### src/rtl/pe_mac_sequencer.sv
// Sequences one signed MAC processing element through a length-L dot product,
// saturating each PE result to BW1 before feeding it back as the next psum.
module pe_mac_sequencer #(
    parameter int unsigned XW     = 8,
    parameter int unsigned WW     = 8,
    parameter int unsigned BW1    = 16,
    parameter int unsigned BW2    = 17,
    parameter int unsigned LW     = 8,
    parameter int unsigned AW     = 8,
    parameter int unsigned PE_LAT = 1
) (
    input  logic           i_clk,
    input  logic           i_rst,
    input  logic           i_start,
    input  logic [LW-1:0]  i_len,
    input  logic [BW1-1:0] i_bias,
    output logic           o_busy,
    output logic           o_rd_en,
    output logic [AW-1:0]  o_addr,
    input  logic [XW-1:0]  i_x,
    input  logic [WW-1:0]  i_w,
    output logic [XW-1:0]  o_pe_x,
    output logic [WW-1:0]  o_pe_w,
    output logic [BW1-1:0] o_pe_psum,
    input  logic [BW2-1:0] i_pe_psum,
    output logic [BW1-1:0] o_result,
    output logic           o_valid,
    input  logic           i_ready,
    output logic           o_sat
);

    localparam int unsigned CW = (PE_LAT < 1) ? 1 : $clog2(PE_LAT + 1);

    // BW1 signed limits, sign-extended to the PE output width for comparison
    localparam logic [BW2-1:0] SatHi = {{(BW2 - BW1 + 1){1'b0}}, {(BW1 - 1){1'b1}}};
    localparam logic [BW2-1:0] SatLo = {{(BW2 - BW1 + 1){1'b1}}, {(BW1 - 1){1'b0}}};

    typedef enum logic [2:0] {StIdle, StRead, StLoad, StWait, StDone} state_e;

    state_e         state_q, state_d;
    logic [LW-1:0]  len_q, len_d;
    logic [LW-1:0]  idx_q, idx_d;
    logic [CW-1:0]  cnt_q, cnt_d;
    logic [BW1-1:0] acc_q, acc_d;
    logic [XW-1:0]  pe_x_q, pe_x_d;
    logic [WW-1:0]  pe_w_q, pe_w_d;
    logic [BW1-1:0] pe_psum_q, pe_psum_d;
    logic [BW1-1:0] result_q, result_d;
    logic           sat_q, sat_d;

    logic           over, under;
    logic [BW1-1:0] sat_val;

    always_comb begin
        over    = $signed(i_pe_psum) > $signed(SatHi);
        under   = $signed(i_pe_psum) < $signed(SatLo);
        sat_val = i_pe_psum[BW1-1:0];
        if (over) begin
            sat_val = SatHi[BW1-1:0];
        end else if (under) begin
            sat_val = SatLo[BW1-1:0];
        end
    end

    always_ff @(posedge i_clk) begin
        if (i_rst) begin
            state_q   <= StIdle;
            len_q     <= '0;
            idx_q     <= '0;
            cnt_q     <= '0;
            acc_q     <= '0;
            pe_x_q    <= '0;
            pe_w_q    <= '0;
            pe_psum_q <= '0;
            result_q  <= '0;
            sat_q     <= 1'b0;
        end else begin
            state_q   <= state_d;
            len_q     <= len_d;
            idx_q     <= idx_d;
            cnt_q     <= cnt_d;
            acc_q     <= acc_d;
            pe_x_q    <= pe_x_d;
            pe_w_q    <= pe_w_d;
            pe_psum_q <= pe_psum_d;
            result_q  <= result_d;
            sat_q     <= sat_d;
        end
    end

    always_comb begin
        state_d   = state_q;
        len_d     = len_q;
        idx_d     = idx_q;
        cnt_d     = cnt_q;
        acc_d     = acc_q;
        pe_x_d    = pe_x_q;
        pe_w_d    = pe_w_q;
        pe_psum_d = pe_psum_q;
        result_d  = result_q;
        sat_d     = sat_q;
        unique case (state_q)
            StIdle: begin
                if (i_start) begin
                    len_d = i_len;
                    acc_d = i_bias;
                    idx_d = '0;
                    sat_d = 1'b0;
                    if (i_len == '0) begin
                        result_d = i_bias;
                        state_d  = StDone;
                    end else begin
                        state_d = StRead;
                    end
                end
            end
            StRead: begin
                state_d = StLoad;
            end
            StLoad: begin
                pe_x_d    = i_x;
                pe_w_d    = i_w;
                pe_psum_d = acc_q;
                cnt_d     = '0;
                state_d   = StWait;
            end
            StWait: begin
                if (cnt_q == CW'(PE_LAT)) begin
                    acc_d = sat_val;
                    if (over || under) begin
                        sat_d = 1'b1;
                    end
                    idx_d = idx_q + LW'(1);
                    if (idx_q == len_q - LW'(1)) begin
                        result_d = sat_val;
                        state_d  = StDone;
                    end else begin
                        state_d = StRead;
                    end
                end else begin
                    cnt_d = cnt_q + CW'(1);
                end
            end
            StDone: begin
                if (i_ready) begin
                    state_d = StIdle;
                end
            end
            default: begin
                state_d = StIdle;
            end
        endcase
    end

    assign o_busy    = (state_q != StIdle);
    assign o_rd_en   = (state_q == StRead);
    assign o_addr    = (state_q == StRead) ? AW'(idx_q) : '0;
    assign o_pe_x    = pe_x_q;
    assign o_pe_w    = pe_w_q;
    assign o_pe_psum = pe_psum_q;
    assign o_result  = result_q;
    assign o_valid   = (state_q == StDone);
    assign o_sat     = sat_q;

endmodule

### config.mk
export PLATFORM = sky130hd
export DESIGN_NAME = pe_mac_sequencer
export DESIGN_NICKNAME = d
export VERILOG_FILES = /design/src/rtl/pe_mac_sequencer.sv
export SDC_FILE = /design/constraint.sdc
export NUM_CORES = 1
export LEC_CHECK = 0
export ABC_AREA = 1
export CORE_UTILIZATION = 50
export CTS_CLUSTER_SIZE = 20
export DETAILED_ROUTE_END_ITERATION = 7
export PLACE_DENSITY = 0.9
export SYNTH_ARGS = -nofsm -noshare
export SYNTH_HDL_FRONTEND = slang
export SYNTH_SLANG_ARGS = --single-unit
### constraint.sdc
create_clock -name i_clk -period 4.15 [get_ports i_clk]
set_input_delay 1.245 -clock i_clk [delete_from_list [all_inputs] [get_ports i_clk]]
set_output_delay 1.245 -clock i_clk [all_outputs]
set_load 0.03 [all_outputs]
* After elaboration in Yosys (flattened, before gate mapping)
Index checks and enable logic that the tools add are counted.
Word-level totals: register bits 85, bits of input ports 61, word-level logic and storage cells 63
Cells by class: $add $sub $neg 3, magnitude comparators 2, equality and inequality tests 11, multiplexer cells 26, reduce and logical (&&, ||, !) cells 11
Operators by type and width (count):
- $mux W16 | 8
- $pmux W16 S2 | 2
- $mux W8 | 3
- $gt A17 B16 Y1 const B | 1
- $lt A17 B16 Y1 const B | 1
- $pmux W8 S2 | 1
- $mux W3 | 5
- $pmux W3 S5 | 1
- $ne A2 B2 Y1 const B | 5
- $add A8 B1 Y8 const B | 1
- $eq A8 B8 Y1 | 1
- $logic_not A8 Y1 | 1
- $sub A8 B1 Y8 const B | 1
- $eq A3 B2 Y1 const B | 2
- $reduce_and A3 Y1 | 2
- $reduce_and A5 Y1 | 1
- $mux W1 | 4
- $pmux W1 S2 | 2
- $reduce_and A4 Y1 | 1
- $reduce_bool A2 Y1 | 2
- $eq A3 B1 Y1 const B | 1
- $eq A3 B3 Y1 const B | 1
- $logic_not A3 Y1 | 1
- $reduce_bool A3 Y1 | 1
- 4 further kinds | 4

* Longest topological paths before layout
depth in word-level cells 6, mapped depth 17, mapped depth without buffers 16

* Worst setup path before layout
No wires, ideal clock.
path type reg-to-output, from register state_q[0], to output port o_addr[0], arrival 2.122 ns, data required time 2.905 ns, slack 0.783 ns, cell stages (with the launch flop) 5, buffers on the path 0, cells stage by stage dfxtp_1 inv_1 nor3_1 clkinv_1 nor2_1
On the way: cells in the longest elaborated chain, start to end 2
RTL lines:
- start: declaration | RTL line 40 | state_e state_q, state_d;
- start signal: assignment | RTL line 67 | state_q <= StIdle;
- start signal: assignment | RTL line 78 | state_q <= state_d;
- $eq A3 B1 Y1
- net o_rd_en | RTL line 18 | output logic o_rd_en,
- $mux W8 | RTL line 157 | assign o_addr = (state_q == StRead) ? AW'(idx_q) : '0;
- end: declaration | RTL line 19 | output logic [AW-1:0] o_addr,
The timed path passes the listed nets, and every way through them passes these cells.

* Final worst setup path
from register state_q[0], to output port o_addr[1]
On the way: cells in the longest elaborated chain, start to end 2
RTL lines (RTL line):
- $eq A3 B1 Y1 | 157
- $mux W8 | 157
Every way passes these cells.

==> impl_metrics.ini <==
[place]
gp_congestion = 0.849
dp_hpwl_mm = 7.51
port-buffer-count = 120

[routing]
viasPerCell = 5.11
wl_per_cell_um = 13.3
wl_mm = 10.3
dr.pass1.iters = 5
num_vias = 3946
ant_nets = 0
drc = 0
drtIter0Drc = 179

[timing]
max_slew_margin_pct = 38.3
min_period_ns = 3.54
finalSetupViolCount = 0
fmax_ghz = 0.283
tns_ns = 0
rsz0062_at_grt = no
layout_worst_path_cycle_share_pct = 85.2
fin_skew_ns = 0.0111
worstMarginPinSlew_ns = 0.920
slew_viol_final = 0
hold_violations = 0
hold_ws_ns = 0.461

[status]
outcome = finished clean

[pwr]
powerDensity_mw_per_mm2 = 599
p_leak_nw = 2.11
clock_power_share_pct = 18.6
ir_worst_vdd_v = 0.000284
swShare_pct = 43.8
pwr-share-comb_pct = 44.6
p_seq_share_pct = 36.8
intPower_mw = 1.76
p_switching_mw = 1.37

[clock_tree]
clk_path_buf_depth = 2
ctsResizeCount = 0
htreeDepth = 3
path_clk_slew_ns = 0.10
cts_buffers = 9
cts_hold_buf = 0
post_cts_buffers = 0
cts_tree = done
cts.sinks = 85
cts-root-buf = clkbuf_8
clk_latency_ns = 0.36

[hold_path]
hp-class = reg -> reg
hold_depth = 2
hold_start = acc_q[11]
hold_path_end = o_pe_psum[11]

[setup_path]
worstPathArrival_ns = 2.29
cp.depth = 5
cp-end-kind = primary output
path_cells = inv_1 -> nor3_1 -> clkinv_1 -> nor2_1 -> clkdlybuf4s50_1
slowest_delay_ns = 0.70
setup.worst_path.class = reg -> out
crit_family = buffers and inverters
r2r-start = state_q[1]
worstPathRequired_ns = 2.90
crit_slowest_cell = clkdlybuf4s50_1
ff2ff_path_depth = 10
cp-startpoint = state_q[0]
reg2reg_slack_ns = 1.53
cp_max_fo = 9
r2r_end = o_result[13]
cp-start-kind = flip-flop
path_buf_inv = 3

[logic_synthesis]
yosys.cell_types.count = 30
ys_warn_count = 0
ys_ff_latch = 85
syn_inst = 560
syn-mean-instance-area_um2 = 6.78
ys.flop_type = dfxtp_1
yosysSeqAreaShare_pct = 44.8
syn_area_mm2 = 0.00380
syn_nets = 623
synth_edf_count = 0
async_flop_share_pct = 0

[floorplanning]
die_h_um = 89.2
start_util_pct = 52.1
die-area_mm2 = 0.00795
ios = 121
num_rows = 31
coreArea_mm2 = 0.00729
die_w_um = 89.2

[cells_and_area]
area_delta_synth_final_pct = 37.7
antenna_cells = 0
mostFrequentLayoutCells = nand2_1 (162), clkdlybuf4s50_1 (120), nor2_1 (87), dfxtp_1 (85), a21oi_1 (69)
layout_commonest_cell = nand2_1
num-nets-final = 731
drive_gt1_share_pct = 4.75
fill_cells = 609

[grt]
grt_pass1_vias = 3686
gr-usage-met3_pct = 5.17
grt_antenna_before_repair = 0
top_usage_layer = met2
grt_pass1_wl_mm = 16.3
use_met2_pct = 49.5
grt_max_degree = 41
gr-usage-all-layers_pct = 26.6
grt_use_met1_pct = 31.0
grt_overflow = 0

[run]
cap_violations = 0
-- sequential cells by signal (all words and copies together) (netlist names) --
name / count
state_q: 3
o_sat: 1
o_pe_w: 8
idx_q: 8
acc_q: 16
o_pe_psum: 16
cnt_q: 1
len_q: 8
o_pe_x: 8
o_result: 16
-- power by group through the flow --
stage / Sequential [mW] / Combinational [mW] / Clock, mW
finish: 1.15 / 1.40 / 0.583
global route: 1.17 / 1.53 / 0.624
CTS: 1.15 / 1.39 / 0.584
detailed placement: 1.17 / 1.38 / 0
global placement: 1.16 / 1.34 / 0
floorplan: 1.35 / 0.744 / 0
-- tightest hold or removal path, cell delays in order, from the launching register on --
cell and delay [ns]:
dfxtp_1 0.32, nand2_1 0.06, a21oi_1 0.05
-- through the flow --
stage / area [um^2] / cells / setup slack, ns / power, mW / util, %
after global placement: 5020 / 756 / 1.07 / 2.50 / 68.9
after floorplan: 3800 / 560 / 0.783 / 2.09 / -
after detailed placement: 5020 / 756 / 0.979 / 2.55 / 68.9
after CTS: 5230 / 772 / 0.604 / 3.13 / 71.7
after global routing: 5230 / 772 / 0.396 / 3.33 / 71.7
final: 5230 / 772 / 0.613 / 3.13 / 71.7
-- kinds of logic after synthesis --
kind of cell	count (synthesis)	synth area share [%]
DFF	85	44.8
and+or+nand+nor	295	32.3
adders and majority gates	2	0.659
buffers and inverters	72	7.81
AOI/OAI and AO/OA	104	13.9
xor gates and xnor gates	2	0.461
-- metal layers --
metal  vias to the layer above  part of all wire [%]
li1                       1988                     -
met1                      1813                    41
met2                       126                    52
met3                        19                   5.7
met4                         0                   1.6
met5                         -                     0
-- area by class of cell --
cell class                 count  area, um^2  share of cell area (%)
multi-input combinational    403        1800                    34.4
sequential                    85        1700                    32.5
timing repair buffer         123        1220                    23.4
inverter                      46         175                    3.35
clock buffer                   9         124                    2.37
tap                           99         124                    2.37
clock inverter                 7        81.3                    1.56
-- worst max-delay path by stage --
stage,slack (ns),endpoint
3_5_place_dp,0.98,o_result[13]
2_1_floorplan,0.78,o_addr[0]
4_1_cts,0.60,o_addr[1]
6_report,0.61,o_addr[1]
3_3_place_gp,1.07,o_addr[0]
5_1_grt,0.40,o_addr[1]
-- synthesized netlist by cell type, types with 2 or more instances --
master      n  area (um^2)
nand3_1    22          110
ha_1        2         25.0
buf_2       4         20.0
o21ai_0    31          155
clkbuf_1   19         71.3
nand2_4     2         22.5
inv_1      42          158
nand2_2     2         12.5
nor3b_1     2         15.0
nand2_1   162          608
nor3_1      6         30.0
dfxtp_1    85         1700
buf_6       2         22.5
clkinv_1    3         11.3
a21oi_1    69          345
nor2_1     87          327
xor2_1      2         17.5
nor2_2      4         25.0
nor4_1      3         18.8
Note: power is estimated with default switching activity, not from simulation.
